==> src/rtl/sd_spi_phy_if.sv <==
// sd_spi_phy_if: engine-side bus of the SD SPI PHY (arbitration, byte handshake, receive data).
//   master modport: used by the requesting engines (init/read/write).
//   slave modport : used by sd_spi_phy.
//   ch_req/ch_gnt        per-channel request / one-hot grant
//   ch_tx_valid/_data    per-channel byte offer, byte i at [8*i+7:8*i]
//   ch_cs_high           per-channel: clock this byte with SD_CSn high
//   tx_ready             PHY accepts a byte from the granted channel
//   rx_valid/rx_data     1-cycle pulse with the byte just received
//   busy                 byte shift in progress
interface sd_spi_phy_if #(
    parameter int NUM_CH = 2
);
    logic [NUM_CH-1:0]   ch_req;
    logic [NUM_CH-1:0]   ch_gnt;
    logic [NUM_CH-1:0]   ch_tx_valid;
    logic [8*NUM_CH-1:0] ch_tx_data;
    logic [NUM_CH-1:0]   ch_cs_high;
    logic                tx_ready;
    logic                rx_valid;
    logic [7:0]          rx_data;
    logic                busy;

    modport master (
        output ch_req, ch_tx_valid, ch_tx_data, ch_cs_high,
        input  ch_gnt, tx_ready, rx_valid, rx_data, busy
    );

    modport slave (
        input  ch_req, ch_tx_valid, ch_tx_data, ch_cs_high,
        output ch_gnt, tx_ready, rx_valid, rx_data, busy
    );
endinterface

==> src/rtl/sd_spi_phy.sv <==
// sd_spi_phy: SD-card SPI physical layer (mode 0, MSB first) with programmable SCLK
// divider and a round-robin arbiter letting NUM_CH engines share one card.
//   clk, rst      system clock, asynchronous active-high reset
//   speed_fast_i  0: CLK_DIV_INIT half-period, 1: CLK_DIV_FAST; sampled at byte handshake
//   sd_miso_i     card data out
//   sd_ck_o       SPI clock, idles low
//   sd_mosi_o     card data in, idles high
//   sd_csn_o      card select, active low
//   bus           engine-side interface (slave modport)
module sd_spi_phy #(
    parameter int CLK_DIV_INIT = 63,
    parameter int CLK_DIV_FAST = 0,
    parameter int DIV_W        = 8,
    parameter int NUM_CH       = 2
) (
    input  logic         clk,
    input  logic         rst,
    input  logic         speed_fast_i,
    input  logic         sd_miso_i,
    output logic         sd_ck_o,
    output logic         sd_mosi_o,
    output logic         sd_csn_o,
    sd_spi_phy_if.slave  bus
);
    localparam int PTR_W = (NUM_CH > 1) ? $clog2(NUM_CH) : 1;
    localparam logic [DIV_W-1:0] DIV_I = DIV_W'(CLK_DIV_INIT);
    localparam logic [DIV_W-1:0] DIV_F = DIV_W'(CLK_DIV_FAST);

    typedef enum logic [1:0] {IDLE, GRANT, XFER} state_t;

    state_t             state_q;
    logic [NUM_CH-1:0]  gnt_q;
    logic [PTR_W-1:0]   g_q, ptr_q, pick_d, idx;
    logic [DIV_W-1:0]   div_q, lim_q;
    logic [7:0]         sh_q, rx_sh_q, rx_data_q;
    logic [2:0]         bit_q;
    logic               tx_ready_q, rx_valid_q, busy_q, ck_q, mosi_q, csn_q, cs_low_q;

    // first requester at or after the round-robin pointer
    always_comb begin
        pick_d = '0;
        idx    = '0;
        for (int i = NUM_CH - 1; i >= 0; i--) begin
            idx = PTR_W'((int'(ptr_q) + i) % NUM_CH);
            if (bus.ch_req[idx]) pick_d = idx;
        end
    end

    always_ff @(posedge clk or posedge rst) begin
        if (rst) begin
            state_q    <= IDLE;
            gnt_q      <= '0;
            g_q        <= '0;
            ptr_q      <= '0;
            div_q      <= '0;
            lim_q      <= '0;
            sh_q       <= '0;
            rx_sh_q    <= 8'hFF;
            rx_data_q  <= 8'hFF;
            bit_q      <= '0;
            tx_ready_q <= 1'b0;
            rx_valid_q <= 1'b0;
            busy_q     <= 1'b0;
            ck_q       <= 1'b0;
            mosi_q     <= 1'b1;
            csn_q      <= 1'b1;
            cs_low_q   <= 1'b0;
        end else begin
            rx_valid_q <= 1'b0;
            case (state_q)
                IDLE: if (|bus.ch_req) begin
                    state_q    <= GRANT;
                    g_q        <= pick_d;
                    gnt_q      <= NUM_CH'(1) << pick_d;
                    tx_ready_q <= 1'b1;
                end
                GRANT: if (!bus.ch_req[g_q]) begin
                    state_q    <= IDLE;
                    gnt_q      <= '0;
                    tx_ready_q <= 1'b0;
                    csn_q      <= 1'b1;
                    cs_low_q   <= 1'b0;
                    ptr_q      <= (g_q == PTR_W'(NUM_CH - 1)) ? '0 : g_q + 1'b1;
                end else if (bus.ch_tx_valid[g_q] && tx_ready_q) begin
                    state_q    <= XFER;
                    tx_ready_q <= 1'b0;
                    busy_q     <= 1'b1;
                    sh_q       <= bus.ch_tx_data[8*g_q +: 8];
                    mosi_q     <= bus.ch_tx_data[8*g_q + 7];
                    // a cs_high byte lifts CSn only for itself; cs_low_q remembers the owner's selection
                    csn_q      <= bus.ch_cs_high[g_q];
                    cs_low_q   <= cs_low_q | ~bus.ch_cs_high[g_q];
                    lim_q      <= speed_fast_i ? DIV_F : DIV_I;
                    div_q      <= '0;
                    bit_q      <= '0;
                end
                XFER: if (div_q != lim_q) begin
                    div_q <= div_q + 1'b1;
                end else begin
                    div_q <= '0;
                    ck_q  <= ~ck_q;
                    if (!ck_q) begin
                        rx_sh_q <= {rx_sh_q[6:0], sd_miso_i};
                    end else if (bit_q == 3'd7) begin
                        state_q    <= GRANT;
                        tx_ready_q <= 1'b1;
                        busy_q     <= 1'b0;
                        rx_valid_q <= 1'b1;
                        rx_data_q  <= rx_sh_q;
                        mosi_q     <= 1'b1;
                        csn_q      <= ~cs_low_q;
                    end else begin
                        sh_q   <= {sh_q[6:0], 1'b0};
                        mosi_q <= sh_q[6];
                        bit_q  <= bit_q + 1'b1;
                    end
                end
                default: state_q <= IDLE;
            endcase
        end
    end

    assign bus.ch_gnt   = gnt_q;
    assign bus.tx_ready = tx_ready_q;
    assign bus.rx_valid = rx_valid_q;
    assign bus.rx_data  = rx_data_q;
    assign bus.busy     = busy_q;
    assign sd_ck_o      = ck_q;
    assign sd_mosi_o    = mosi_q;
    assign sd_csn_o     = csn_q;
endmodule
==> src/flat_wrapper.sv <==
// flat-port wrapper written by rule: the top's interface ports become plain ports
module sd_spi_phy_flat 
#(
    parameter int CLK_DIV_INIT = 63,
    parameter int CLK_DIV_FAST = 0,
    parameter int DIV_W        = 8,
    parameter int NUM_CH       = 2
)
  (clk, rst, speed_fast_i, sd_miso_i, sd_ck_o, sd_mosi_o, sd_csn_o, bus_ch_req, bus_ch_tx_valid, bus_ch_tx_data, bus_ch_cs_high, bus_ch_gnt, bus_tx_ready, bus_rx_valid, bus_rx_data, bus_busy);
  sd_spi_phy_if #(.NUM_CH(NUM_CH)) bus_i ();
  input  logic clk;
  input  logic rst;
  input  logic speed_fast_i;
  input  logic sd_miso_i;
  output logic sd_ck_o;
  output logic sd_mosi_o;
  output logic sd_csn_o;
  input wire logic [$bits(bus_i.ch_req)-1:0] bus_ch_req;
  input wire logic [$bits(bus_i.ch_tx_valid)-1:0] bus_ch_tx_valid;
  input wire logic [$bits(bus_i.ch_tx_data)-1:0] bus_ch_tx_data;
  input wire logic [$bits(bus_i.ch_cs_high)-1:0] bus_ch_cs_high;
  output wire logic [$bits(bus_i.ch_gnt)-1:0] bus_ch_gnt;
  output wire logic [$bits(bus_i.tx_ready)-1:0] bus_tx_ready;
  output wire logic [$bits(bus_i.rx_valid)-1:0] bus_rx_valid;
  output wire logic [$bits(bus_i.rx_data)-1:0] bus_rx_data;
  output wire logic [$bits(bus_i.busy)-1:0] bus_busy;
  assign bus_i.ch_req = bus_ch_req;
  assign bus_i.ch_tx_valid = bus_ch_tx_valid;
  assign bus_i.ch_tx_data = bus_ch_tx_data;
  assign bus_i.ch_cs_high = bus_ch_cs_high;
  assign bus_ch_gnt = bus_i.ch_gnt;
  assign bus_tx_ready = bus_i.tx_ready;
  assign bus_rx_valid = bus_i.rx_valid;
  assign bus_rx_data = bus_i.rx_data;
  assign bus_busy = bus_i.busy;
  sd_spi_phy #(.CLK_DIV_INIT(CLK_DIV_INIT), .CLK_DIV_FAST(CLK_DIV_FAST), .DIV_W(DIV_W), .NUM_CH(NUM_CH)) u_core (.clk(clk), .rst(rst), .speed_fast_i(speed_fast_i), .sd_miso_i(sd_miso_i), .sd_ck_o(sd_ck_o), .sd_mosi_o(sd_mosi_o), .sd_csn_o(sd_csn_o), .bus(bus_i));
endmodule
==> config.mk <==
export PLATFORM = sky130hd
export DESIGN_NAME = sd_spi_phy_flat
export DESIGN_NICKNAME = d
export VERILOG_FILES = /design/src/rtl/sd_spi_phy_if.sv /design/src/rtl/sd_spi_phy.sv /design/src/flat_wrapper.sv
export SDC_FILE = /design/constraint.sdc
export NUM_CORES = 1
export LEC_CHECK = 0
export CAP_MARGIN = 20
export CORE_ASPECT_RATIO = 0.5
export CORE_MARGIN = 2
export CORE_UTILIZATION = 50
export CTS_CLUSTER_DIAMETER = 150
export DETAILED_ROUTE_END_ITERATION = 8
export PLACE_DENSITY = 0.86
export SYNTH_ARGS = -nofsm -noshare
export SYNTH_HDL_FRONTEND = slang
export SYNTH_SLANG_ARGS = --single-unit
==> constraint.sdc <==
create_clock -name clk -period 5 [get_ports clk]
set_input_delay 1 -clock clk [delete_from_list [all_inputs] [get_ports clk]]
set_output_delay 1 -clock clk [all_outputs]
set_load 0.01 [all_outputs]
Word level (Yosys, flattened, before mapping)

Cells that the tools add are included.

$add $sub $neg: 5
$lt $le $gt $ge: 4
Eq/ne operators: 14
Shifts and indexed selects: 2
Mux-type cells: 73
Bitwise gates (word level): 6
Reduce and logical (&&, ||, !) cells: 21

Operators with widths:

| cell                                                                          | number |
|---|---|
| 1-bit two-way mux                                                             | 41 |
| 7-bit two-way mux                                                             | 5 |
| 32-bit by 5-bit less-than comparator with 1-bit output, second input constant | 1 |
| 8-bit two-way mux                                                             | 3 |
| 6-bit AND reduction                                                           | 3 |
| 2-bit two-way mux                                                             | 8 |
| 8-bit one-hot mux with 2 select lines                                         | 1 |
| 16-bit by 5-bit indexed part select with 7-bit output                         | 1 |
| 3-bit two-way mux                                                             | 5 |
| 5-bit AND reduction                                                           | 3 |
| 7-bit one-hot mux with 2 select lines                                         | 1 |
| 3-bit AND reduction                                                           | 4 |
| 2-bit by 1-bit != test with 1-bit output, second input constant               | 5 |
| 8-bit by 1-bit adder with 8-bit output, second input constant                 | 1 |
| 2-bit != test, second input constant                                          | 4 |
| 8-bit != test                                                                 | 1 |
| 2-bit AND reduction                                                           | 4 |
| 1-bit by 2-bit less-than comparator with 1-bit output, second input constant  | 3 |
| 6-bit two-way mux                                                             | 1 |
| 1-bit one-hot mux with 2 select lines                                         | 3 |
| 2-bit one-hot mux with 3 select lines                                         | 1 |
| 3-bit one-hot mux with 2 select lines                                         | 1 |
| 4-bit by 3-bit adder with 5-bit output, second input constant                 | 1 |
| 1-bit NOT                                                                     | 5 |
| other kinds (17)                                                              | 19 |

Register bits after elaboration: 55
Input bits: 26
Output and inout bits: 16
Logic and storage cells: 142

Logic depth before layout (Yosys ltp)

Gate-level depths: netlist of run 1.

Depth after elaboration: 8
Gate-level depth with buffers: 8
Gate-level depth less buffers: 7

Worst setup path after synthesis of run 1

Ideal clock, no wire load.

Path type: input-to-reg
Start: in bus_ch_tx_valid[1]
End: reg u_core.csn_q (netlist: u_core.sd_csn_o)
Library setup time: 82 ps
Arrival: 2,109 ps
Slack: 2,809 ps
Cell stages on the path: 4
Buffers on the path: 0
Cell sequence: mux2_2 > a221oi_1 > nand3b_1 > mux2_2

Longest elaborated chain between the ends: 5

RTL lines:

| what                                                 | RTL line           | text |
|---|---|---|
| start: declaration                                   | flat_wrapper.sv:19 | `input wire logic [$bits(bus_i.ch_tx_valid)-1:0] bus_ch_tx_valid;` |
| 1-bit two-way mux (not written as such) (2 in a row) | sd_spi_phy.sv:84   | `end else if (bus.ch_tx_valid[g_q] && tx_ready_q) begin` |
| 1-bit logical AND                                    | sd_spi_phy.sv:84   |  |
| 3-bit != test (no line)                              | -                  |  |
| 5-bit AND reduction (no line)                        | -                  |  |
| end signal: assignment                               | sd_spi_phy.sv:91   | `csn_q <= bus.ch_cs_high[g_q];` |
| end signal: assignment                               | sd_spi_phy.sv:111  | `csn_q <= ~cs_low_q;` |
| end: declaration                                     | sd_spi_phy.sv:37   | `logic tx_ready_q, rx_valid_q, busy_q, ck_q, mosi_q, csn_q, cs_low_q;` |

No other way between the ends. The select of a mux whose other input is x is not followed.
A chain may end at the register's enable or synchronous reset.

Final worst setup path of run 1

Start: in bus_ch_req[1]
End: reg u_core.csn_q (netlist: u_core.sd_csn_o)

Longest elaborated chain between the ends: 4
Elaborated cells between the ends (all ways): 6

RTL lines:

| what                                                                                   | RTL line           | text |
|---|---|---|
| start: declaration                                                                     | flat_wrapper.sv:18 | `input wire logic [$bits(bus_i.ch_req)-1:0] bus_ch_req;` |
| 1-bit two-way mux (not written as such) (*) (2 in a row)                               | sd_spi_phy.sv:77   | `GRANT: if (!bus.ch_req[g_q]) begin` |
| 3-bit != test (no line) or 1-bit two-way mux (tied branches)                           | -                  |  |
| 5-bit AND reduction (no line) or 1-bit one-hot mux with 2 select lines (tied branches) | -                  |  |

Mark *: on every way between the ends. The rest lies on a longest branch, timed or not. The select of a mux whose other input is x is not followed.

==> impl_metrics.prom, run 1 <==
# TYPE chip_impl_metric gauge
chip_impl_info{name="run_status",value="finished, final reports clean"} 1
chip_impl_metric{name="timing_hold_violations_final",unit=""} 0
chip_impl_metric{name="power.internal",unit="uW"} 975.7
chip_impl_metric{name="finalMaxSlewViolations",unit=""} 0
chip_impl_info{name="worstHoldPathType",value="reg2reg"} 1
chip_impl_metric{name="setup_tns",unit="ns"} 0
chip_impl_metric{name="synth-seq-area-share",unit="%"} 48.54
chip_impl_metric{name="worst-slew-pin-transition",unit="ns"} 0.7466
chip_impl_info{name="rsz0062_at_grt",value="false"} 1
chip_impl_info{name="ys.flop_type",value="dfrtp_1"} 1
chip_impl_metric{name="drt_first_pass_iters",unit=""} 5
chip_impl_metric{name="p_per_area",unit="mW/mm2"} 481.1
chip_impl_metric{name="yosysUniqueCellTypes",unit=""} 47
chip_impl_metric{name="mappedNetlistNets",unit=""} 263
chip_impl_metric{name="achievable-frequency",unit="MHz"} 380.6
chip_impl_metric{name="post-route-cell-area",unit="mm2"} 0.003153
chip_impl_metric{name="power.share.clock",unit="%"} 22.5
chip_impl_metric{name="drc",unit=""} 0
chip_impl_metric{name="layout.filler_cells",unit=""} 366
chip_impl_metric{name="worst_slew_margin",unit="%"} 50.23
chip_impl_metric{name="via_count",unit=""} 1974
chip_impl_metric{name="gpl.final_weighted_congestion",unit=""} 0.8369
chip_impl_metric{name="vdd_ir_drop_max",unit="uV"} 304.4
chip_impl_metric{name="p_switching",unit="uW"} 541.2
chip_impl_metric{name="postSynth.asyncResetShare",unit="%"} 100.0
chip_impl_info{name="critical_path.endpoint",value="u_core.sd_csn_o"} 1
chip_impl_info{name="end_kind",value="register"} 1
chip_impl_metric{name="post-dp-hpwl",unit="mm"} 3.655
chip_impl_metric{name="cts.clk_slew.worst_paths",unit="ns"} 0.09
chip_impl_metric{name="cts.repair_timing.setup_buffer_count",unit=""} 0
chip_impl_metric{name="gr-usage-all-layers",unit="%"} 19.30
chip_impl_metric{name="number_of_nets_in_the_finished_design",unit=""} 305
chip_impl_metric{name="die_area",unit="mm2"} 0.005661
chip_impl_metric{name="floorplan.io_pins",unit=""} 42
chip_impl_metric{name="count_of_standard_cell_rows",unit=""} 18
chip_impl_info{name="synth_area_leaders",value="dfrtp_1, dfstp_2, mux2_2"} 1
chip_impl_metric{name="chipWidth",unit="um"} 104.4
chip_impl_info{name="cp_top_family",value="buffers and inverters"} 1
chip_impl_metric{name="io_buffer_count",unit=""} 41
chip_impl_metric{name="fin_cells",unit=""} 342
chip_impl_metric{name="routed_wirelength",unit="mm"} 5.129
chip_impl_info{name="cp-startpoint",value="bus_ch_req[1]"} 1
chip_impl_metric{name="wl_per_cell",unit="um"} 15.00
chip_impl_metric{name="grt_overflow",unit=""} 0
chip_impl_metric{name="maxCapViolations",unit=""} 0
chip_impl_metric{name="cts_buffers",unit=""} 5
chip_impl_metric{name="place.detailed.instances",unit=""} 334
chip_impl_metric{name="setup_viol",unit=""} 0
chip_impl_metric{name="grt_antenna_before_repair",unit=""} 0
chip_impl_info{name="cts_tree",value="done"} 1
chip_impl_metric{name="via_count_of_the_first_global_routing_pass",unit=""} 1853
chip_impl_info{name="clock_tree.root_cell",value="clkbuf_8"} 1
chip_impl_metric{name="ctsHtreeMaxLevel",unit=""} 2
chip_impl_metric{name="p_leak",unit="nW"} 1.310
chip_impl_metric{name="antenna_left",unit=""} 0
chip_impl_metric{name="critical_path_cell_count",unit=""} 5
chip_impl_metric{name="final.min_clock_period",unit="ns"} 2.628
chip_impl_metric{name="core_area",unit="mm2"} 0.004887
chip_impl_metric{name="avgViaCountPerCell",unit=""} 5.772
chip_impl_metric{name="holdWs",unit="ns"} 0.4990
chip_impl_metric{name="synth_seq_cells",unit=""} 48
chip_impl_metric{name="final.setup_skew",unit="ns"} 0.007202
chip_impl_metric{name="cts_resized",unit=""} 0
chip_impl_metric{name="grt_start_max_net_pins",unit=""} 49
chip_impl_metric{name="placedInstanceArea",unit="mm2"} 0.003004
chip_impl_metric{name="height_of_the_die",unit="um"} 54.21
chip_impl_metric{name="avg_inst_size_synth",unit="um2"} 11.01
chip_impl_metric{name="clock-sinks",unit=""} 48
chip_impl_metric{name="worst_r2r_path_depth",unit=""} 4
chip_impl_info{name="crit_type",value="in2reg"} 1
chip_impl_metric{name="first_pass_grt_wire_length",unit="mm"} 8.590
chip_impl_metric{name="cts-hold-fix-buffers",unit=""} 0
chip_impl_metric{name="critPathMaxStageDelay",unit="ns"} 0.59
chip_impl_info{name="synthDominantAreaCellType",value="dfrtp_1"} 1
chip_impl_metric{name="areaGrowthSynthToFinish",unit="%"} 25.06
chip_impl_metric{name="crit_buf_inv",unit=""} 1
chip_impl_metric{name="insertedDiodeCount",unit=""} 0
chip_impl_metric{name="timing.critical_path.fanout_max",unit=""} 7
chip_impl_metric{name="reg2reg_setup_slack",unit="ns"} 2.65
chip_impl_metric{name="clock_latency_late_sink",unit="ns"} 0.30
chip_impl_metric{name="cts-root-to-sink-buffers",unit=""} 2
chip_impl_metric{name="initial_core_util",unit="%"} 51.59
chip_impl_info{name="critical_path.cell_chain",value="clkdlybuf4s50_1 -> nand2_1 -> a221oi_1 -> nand3b_1 -> mux2_2"} 1
chip_impl_metric{name="netSwitchingFraction",unit="%"} 35.68
chip_impl_metric{name="data_required_time_of_the_critical_path",unit="ns"} 5.24
chip_impl_metric{name="detailedRoute.firstIterationViolations",unit=""} 96
chip_impl_metric{name="synth.cell_area",unit="mm2"} 0.002521
chip_impl_metric{name="total_power",unit="mW"} 1.517
chip_impl_info{name="crit_path_top_delay_cell",value="clkdlybuf4s50_1"} 1
chip_impl_metric{name="worstPathArrival",unit="ns"} 2.87
chip_impl_metric{name="ratio_of_final_minimum_period_to_clock_period",unit="%"} 52.55
chip_impl_info{name="timing.rr.end",value="u_core.sd_csn_o"} 1
chip_impl_info{name="startpoint_type",value="input pin"} 1
chip_impl_metric{name="post-synth-top-area-fraction",unit="%"} 29.78
chip_impl_info{name="origin_of_the_critical_flop_to_flop_path",value="u_core.g_q"} 1
chip_impl_metric{name="post_route_cells_drive_above_1_share",unit="%"} 22.79
chip_impl_metric{name="synth_edf_count",unit=""} 0
chip_impl_metric{name="synthesized_instance_count",unit=""} 229
chip_impl_metric{name="pwr-share-comb",unit="%"} 39.2
chip_impl_metric{name="power_frac_seq",unit="%"} 38.3
chip_impl_metric{name="yosys_warnings",unit=""} 0
-- layout by cell type (no fill, tap or decap), types with 3 or more instances in the layout --
cell type / count
nor2_1: 6
clkbuf_8: 5
clkdlybuf4s50_1: 41
dfstp_2: 18
nand2_1: 27
nand3_1: 7
inv_1: 7
a21oi_1: 6
nor3_1: 5
ha_1: 8
a31o_2: 3
mux2i_1: 10
dfrtp_1: 30
o211ai_1: 3
nand2b_1: 3
a31oi_1: 4
or3_1: 3
o31ai_1: 3
and3_1: 3
mux2_2: 24
o21ai_0: 18
-- routing by layer --
layer | track usage, % | vias to the layer above | part of all wire, %
li1 | - | 926 | -
met1 | 24.09 | 966 | 44
met2 | 34.86 | 73 | 50
met3 | 3.929 | 9 | 4.7
met4 | 6.757 | 0 | 1.4
met5 | 0 | - | 0
-- final cells by class --
class | count | area (um2) | area share, %
Inverter | 8 | 30.03 | 0.9524
Clock buffer | 7 | 118.9 | 3.770
Sequential cell | 48 | 1224 | 38.81
Clock inverter | 1 | 30.03 | 0.9524
Timing Repair Buffer | 43 | 425.4 | 13.49
Multi-Input combinational cell | 165 | 1237 | 39.25
Tap cell | 70 | 87.58 | 2.778
-- worst min-delay path by stage --
stage / from / end / slack, ns / cells past startpoint
after detailed placement: u_core.sh_q[0] / u_core.sh_q[0] / 0.47 / 1
final: u_core.sh_q[0] / u_core.sh_q[0] / 0.50 / 1
after global routing: u_core.sh_q[0] / u_core.sh_q[0] / 0.51 / 1
after CTS: u_core.sh_q[0] / u_core.sh_q[0] / 0.50 / 1
after global placement: u_core.sh_q[0] / u_core.sh_q[0] / 0.46 / 1
after floorplan: u_core.sh_q[0] / u_core.sh_q[0] / 0.45 / 1
-- power groups by stage --
stage / clock [mW] / combinational (mW) / sequential [mW]
after CTS: 0.348 / 0.593 / 0.579
after global placement: 0 / 0.566 / 0.577
after floorplan: 0 / 0.457 / 0.546
final: 0.342 / 0.595 / 0.580
after detailed placement: 0 / 0.585 / 0.585
after global routing: 0.365 / 0.662 / 0.595
-- cells in the mapped netlist, types with 3 or more instances --
| cell | n |
|---|---|
| dfrtp_1 | 30 |
| nor2_1 | 6 |
| a21oi_1 | 6 |
| o21ai_0 | 18 |
| dfstp_2 | 18 |
| and3_1 | 3 |
| nand3_1 | 7 |
| clkbuf_1 | 7 |
| mux2i_1 | 10 |
| nand2b_1 | 3 |
| inv_1 | 8 |
| mux2_2 | 24 |
| or3_1 | 3 |
| o31ai_1 | 3 |
| a31oi_1 | 4 |
| nor3_1 | 5 |
| a31o_2 | 3 |
| o211ai_1 | 3 |
| nand2_1 | 27 |
| ha_1 | 8 |
-- logic make-up (layout without fill, tap and decap cells) --
family | count (synthesis) | count (layout) | share of synthesized area, %
AO/OA/AOI/OAI | 54 | 54 | 15.04
adder cells (fa/ha/maj) | 8 | 8 | 3.970
buffers and inverters | 16 | 59 | 2.382
XOR/XNOR | 1 | 1 | 0.3475
multiplexers | 35 | 35 | 15.14
AND/OR/NAND/NOR | 67 | 67 | 14.59
flip-flops | 48 | 48 | 48.54
-- sequential cells by signal, indices dropped and copies added (netlist names) --
register and flops:
u_core.sd_csn_o 1, u_core.bus.busy 1, u_core.sh_q 7, u_core.rx_sh_q 8
u_core.bus.rx_data 8, u_core.ptr_q 1, u_core.cs_low_q 1, u_core.lim_q 1
u_core.bus.rx_valid 1, u_core.sd_ck_o 1, u_core.g_q 1, u_core.bit_q 3
u_core.div_q 8, u_core.state_q 2, u_core.bus.tx_ready 1, u_core.bus.ch_gnt 2
u_core.sd_mosi_o 1
-- per-stage QoR --
step | setup slack, ns | util, %
finish | 2.372 | 64.52
global route | 2.254 | 64.52
CTS | 2.384 | 64.52
detailed placement | 2.166 | 61.47
global placement | 2.220 | 61.47
floorplan | 2.809 | -
-- worst reg2reg max path, stage by stage (launching register included) --
cell and delay, ns:
dfrtp_1 0.83, mux2_2 0.42, a221oi_1 0.50, nand3b_1 0.20, mux2_2 0.33
Power figures use the tool's default switching activity.
==> inputs of run 2 (changes only) <==
--- a/config.mk
+++ b/config.mk
@@ -8,7 +8,7 @@
 export CAP_MARGIN = 20
 export CORE_ASPECT_RATIO = 0.5
 export CORE_MARGIN = 2
-export CORE_UTILIZATION = 50
+export CORE_UTILIZATION = 48
 export CTS_CLUSTER_DIAMETER = 150
 export DETAILED_ROUTE_END_ITERATION = 8
 export PLACE_DENSITY = 0.86
==> constraint.sdc (replaced) <==
create_clock -name clk -period 2.4 [get_ports clk]
set_input_delay 0.48 -clock clk [delete_from_list [all_inputs] [get_ports clk]]
set_output_delay 0.48 -clock clk [all_outputs]
set_load 0.01 [all_outputs]
==> run 2 against run 1 <==
Compared with the run above:
- sequential power rose by 110%
- register-to-register slack got worse by 2.5 ns
- sequential share of layout area decreased by 0.21 points
- clock-buffer cell count decreased by 1
- first-iteration DRC count up 9.4%
- die area rose by 3.9%
- wire length rose by 6.2%
- non-clock buffer count is 6 higher
- combinational power up 130%
- setup slack worse by 2.2 ns
- clock skew shrank 0.0020 ns
- critical path depth unchanged
- critical path type is now reg2reg
- largest power group unchanged
- highest routed layer unchanged
==> impl_metrics.prom, run 2 (synthesis results as in run 1) <==
# TYPE chip_impl_metric gauge
chip_impl_info{name="run_status",value="finished, final reports clean"} 1
chip_impl_metric{name="post-dp-hpwl",unit="mm"} 3.916
chip_impl_metric{name="final.setup_skew",unit="ns"} 0.005155
chip_impl_info{name="clock_tree.root_cell",value="clkbuf_8"} 1
chip_impl_info{name="layout_commonest_cell",value="clkdlybuf4s50_1"} 1
chip_impl_metric{name="routed_wirelength",unit="mm"} 5.449
chip_impl_metric{name="count_of_standard_cell_rows",unit=""} 18
chip_impl_metric{name="avgViaCountPerCell",unit=""} 5.819
chip_impl_metric{name="via_count_of_the_first_global_routing_pass",unit=""} 1987
chip_impl_metric{name="drt_first_pass_iters",unit=""} 5
chip_impl_metric{name="p_switching",unit="mW"} 1.180
chip_impl_metric{name="grt_use_met3",unit="%"} 4.368
chip_impl_metric{name="via_count",unit=""} 2025
chip_impl_metric{name="worstPathArrival",unit="ns"} 2.45
chip_impl_metric{name="p_per_area",unit="mW/mm2"} 978.4
chip_impl_metric{name="io_buffer_count",unit=""} 41
chip_impl_metric{name="clock-sinks",unit=""} 48
chip_impl_metric{name="worst-slew-pin-transition",unit="ns"} 0.7797
chip_impl_metric{name="power.share.clock",unit="%"} 18.2
chip_impl_metric{name="worst_slew_margin",unit="%"} 47.70
chip_impl_metric{name="initial_core_util",unit="%"} 50.43
chip_impl_info{name="worstHoldPathType",value="reg2reg"} 1
chip_impl_metric{name="finish.utilization",unit="%"} 63.41
chip_impl_metric{name="finalMaxSlewViolations",unit=""} 0
chip_impl_metric{name="p_leak",unit="nW"} 1.327
chip_impl_metric{name="grt_start_max_net_pins",unit=""} 29
chip_impl_info{name="gr-max-usage-layer",value="met2"} 1
chip_impl_metric{name="chipWidth",unit="um"} 106.5
chip_impl_info{name="most-common-layout-cells",value="clkdlybuf4s50_1, dfrtp_1, nand2_1"} 1
chip_impl_metric{name="post_route_cells_drive_above_1_share",unit="%"} 24.46
chip_impl_metric{name="final.min_clock_period",unit="ns"} 2.213
chip_impl_metric{name="gr-usage-all-layers",unit="%"} 19.50
chip_impl_metric{name="setup_tns",unit="ns"} 0
chip_impl_metric{name="insertedDiodeCount",unit=""} 0
chip_impl_metric{name="achievable-frequency",unit="MHz"} 452.0
chip_impl_metric{name="timing.critical_path.fanout_max",unit=""} 8
chip_impl_metric{name="pwr-share-comb",unit="%"} 43.3
chip_impl_metric{name="cts-hold-fix-buffers",unit=""} 0
chip_impl_metric{name="die_area",unit="mm2"} 0.005883
chip_impl_metric{name="power.internal",unit="mW"} 1.922
chip_impl_metric{name="ctsHtreeMaxLevel",unit=""} 2
chip_impl_metric{name="grt_antenna_before_repair",unit=""} 0
chip_impl_metric{name="post-route-cell-area",unit="mm2"} 0.003171
chip_impl_metric{name="grtUsageMet1",unit="%"} 24.54
chip_impl_metric{name="drc",unit=""} 0
chip_impl_metric{name="place.detailed.instances",unit=""} 340
chip_impl_metric{name="cts_buffers",unit=""} 5
chip_impl_metric{name="first_pass_grt_wire_length",unit="mm"} 9.218
chip_impl_metric{name="cts.clk_slew.worst_paths",unit="ns"} 0.10
chip_impl_info{name="cts_tree",value="done"} 1
chip_impl_metric{name="netSwitchingFraction",unit="%"} 38.04
chip_impl_info{name="startpoint_type",value="register"} 1
chip_impl_metric{name="data_required_time_of_the_critical_path",unit="ns"} 2.64
chip_impl_metric{name="dp_slack",unit="ns"} 0.1229
chip_impl_metric{name="groute.layer.met2.usage",unit="%"} 34.25
chip_impl_metric{name="ratio_of_final_minimum_period_to_clock_period",unit="%"} 92.19
chip_impl_metric{name="wl_per_cell",unit="um"} 15.66
chip_impl_metric{name="power_frac_seq",unit="%"} 38.5
chip_impl_metric{name="areaGrowthSynthToFinish",unit="%"} 25.76
chip_impl_metric{name="height_of_the_die",unit="um"} 55.25
chip_impl_info{name="crit_type",value="reg2reg"} 1
chip_impl_metric{name="setup_viol",unit=""} 0
chip_impl_metric{name="placedInstanceArea",unit="mm2"} 0.003062
chip_impl_metric{name="core_area",unit="mm2"} 0.005000
chip_impl_metric{name="fin_cells",unit=""} 348
chip_impl_metric{name="layout.filler_cells",unit=""} 405
chip_impl_metric{name="cts.repair_timing.setup_buffer_count",unit=""} 0
chip_impl_metric{name="number_of_nets_in_the_finished_design",unit=""} 311
chip_impl_metric{name="antenna_left",unit=""} 0
chip_impl_metric{name="post-route-worst-setup-slack",unit="ns"} 0.1875
chip_impl_metric{name="gpl.final_weighted_congestion",unit=""} 0.8200
chip_impl_metric{name="clock_latency_late_sink",unit="ns"} 0.30
chip_impl_info{name="rsz0062_at_grt",value="false"} 1
chip_impl_metric{name="floorplan.io_pins",unit=""} 42
chip_impl_metric{name="cts_resized",unit=""} 0
chip_impl_metric{name="vdd_ir_drop_max",unit="uV"} 484.9
chip_impl_metric{name="detailedRoute.firstIterationViolations",unit=""} 105
chip_impl_metric{name="grt_overflow",unit=""} 0
chip_impl_metric{name="timing_hold_violations_final",unit=""} 0
chip_impl_metric{name="cts-root-to-sink-buffers",unit=""} 2
chip_impl_info{name="end_kind",value="register"} 1
chip_impl_metric{name="maxCapViolations",unit=""} 0
==> run 2: per-stage QoR <==
| step | total power, mW | hold slack (ns) |
|---|---|---|
| floorplan | 2.089 | 0.4495 |
| global placement | 2.446 | 0.4682 |
| detailed placement | 2.520 | 0.4731 |
| global route | 3.304 | 0.5291 |
| finish | 3.102 | 0.5035 |
| CTS | 3.098 | 0.5022 |
==> run 2: final timing paths <==
kind	cells after the start	end	slack, ns	from
worst max-delay path	5	u_core.bus.rx_data[5]	0.19	u_core.div_q[3]
worst min-delay path	1	u_core.sh_q[0]	0.50	u_core.sh_q[0]
worst max register to register	5	u_core.bus.rx_data[5]	0.19	u_core.div_q[3]
worst min register to register	1	u_core.sh_q[0]	0.50	u_core.sh_q[0]
max in group asynchronous	3	u_core.rx_sh_q[6]	1.26	rst
min in group asynchronous	2	u_core.bit_q[2]	0.52	rst
==> run 2: power by group through the flow <==
stage / logic [mW] / clock network (mW) / registers (mW)
6_report: 1.34 / 0.564 / 1.19
5_1_grt: 1.48 / 0.609 / 1.22
4_1_cts: 1.34 / 0.572 / 1.19
3_5_place_dp: 1.32 / 0 / 1.20
3_3_place_gp: 1.26 / 0 / 1.18
2_1_floorplan: 0.951 / 0 / 1.14
==> run 2: per-layer routing <==
metal	wire [um]	share of wire, %
met5	0	0
met1	2320	43
met4	58	1.1
met2	2839	52
met3	231	4.2
==> run 2: final cells by class <==
type | count | area (um2) | share of cell area [%]
clock buffers | 6 | 93.84 | 2.960
multi-input cells | 165 | 1237 | 39.03
repair buffers | 49 | 483.0 | 15.23
flip-flops and latches | 48 | 1224 | 38.60
clock inverters | 2 | 15.01 | 0.4736
inverters | 8 | 30.03 | 0.9471
well taps | 70 | 87.58 | 2.762
==> run 2: worst max-delay path: stages, from the launching register on <==
cell	delay (ns)
dfrtp_1	0.47
or4_4	0.56
o22ai_4	0.19
nand3_4	0.14
nor3_4	0.40
mux2_2	0.39
==> inputs of run 3 (changes only) <==
--- a/config.mk
+++ b/config.mk
@@ -10,8 +10,10 @@
 export CORE_MARGIN = 2
 export CORE_UTILIZATION = 48
 export CTS_CLUSTER_DIAMETER = 150
+export CTS_CLUSTER_SIZE = 40
 export DETAILED_ROUTE_END_ITERATION = 8
 export PLACE_DENSITY = 0.86
+export SLEW_MARGIN = 20
 export SYNTH_ARGS = -nofsm -noshare
 export SYNTH_HDL_FRONTEND = slang
 export SYNTH_SLANG_ARGS = --single-unit
==> results of run 3 <==
The final DEF is identical to that of run 2; final timing and power are the same.
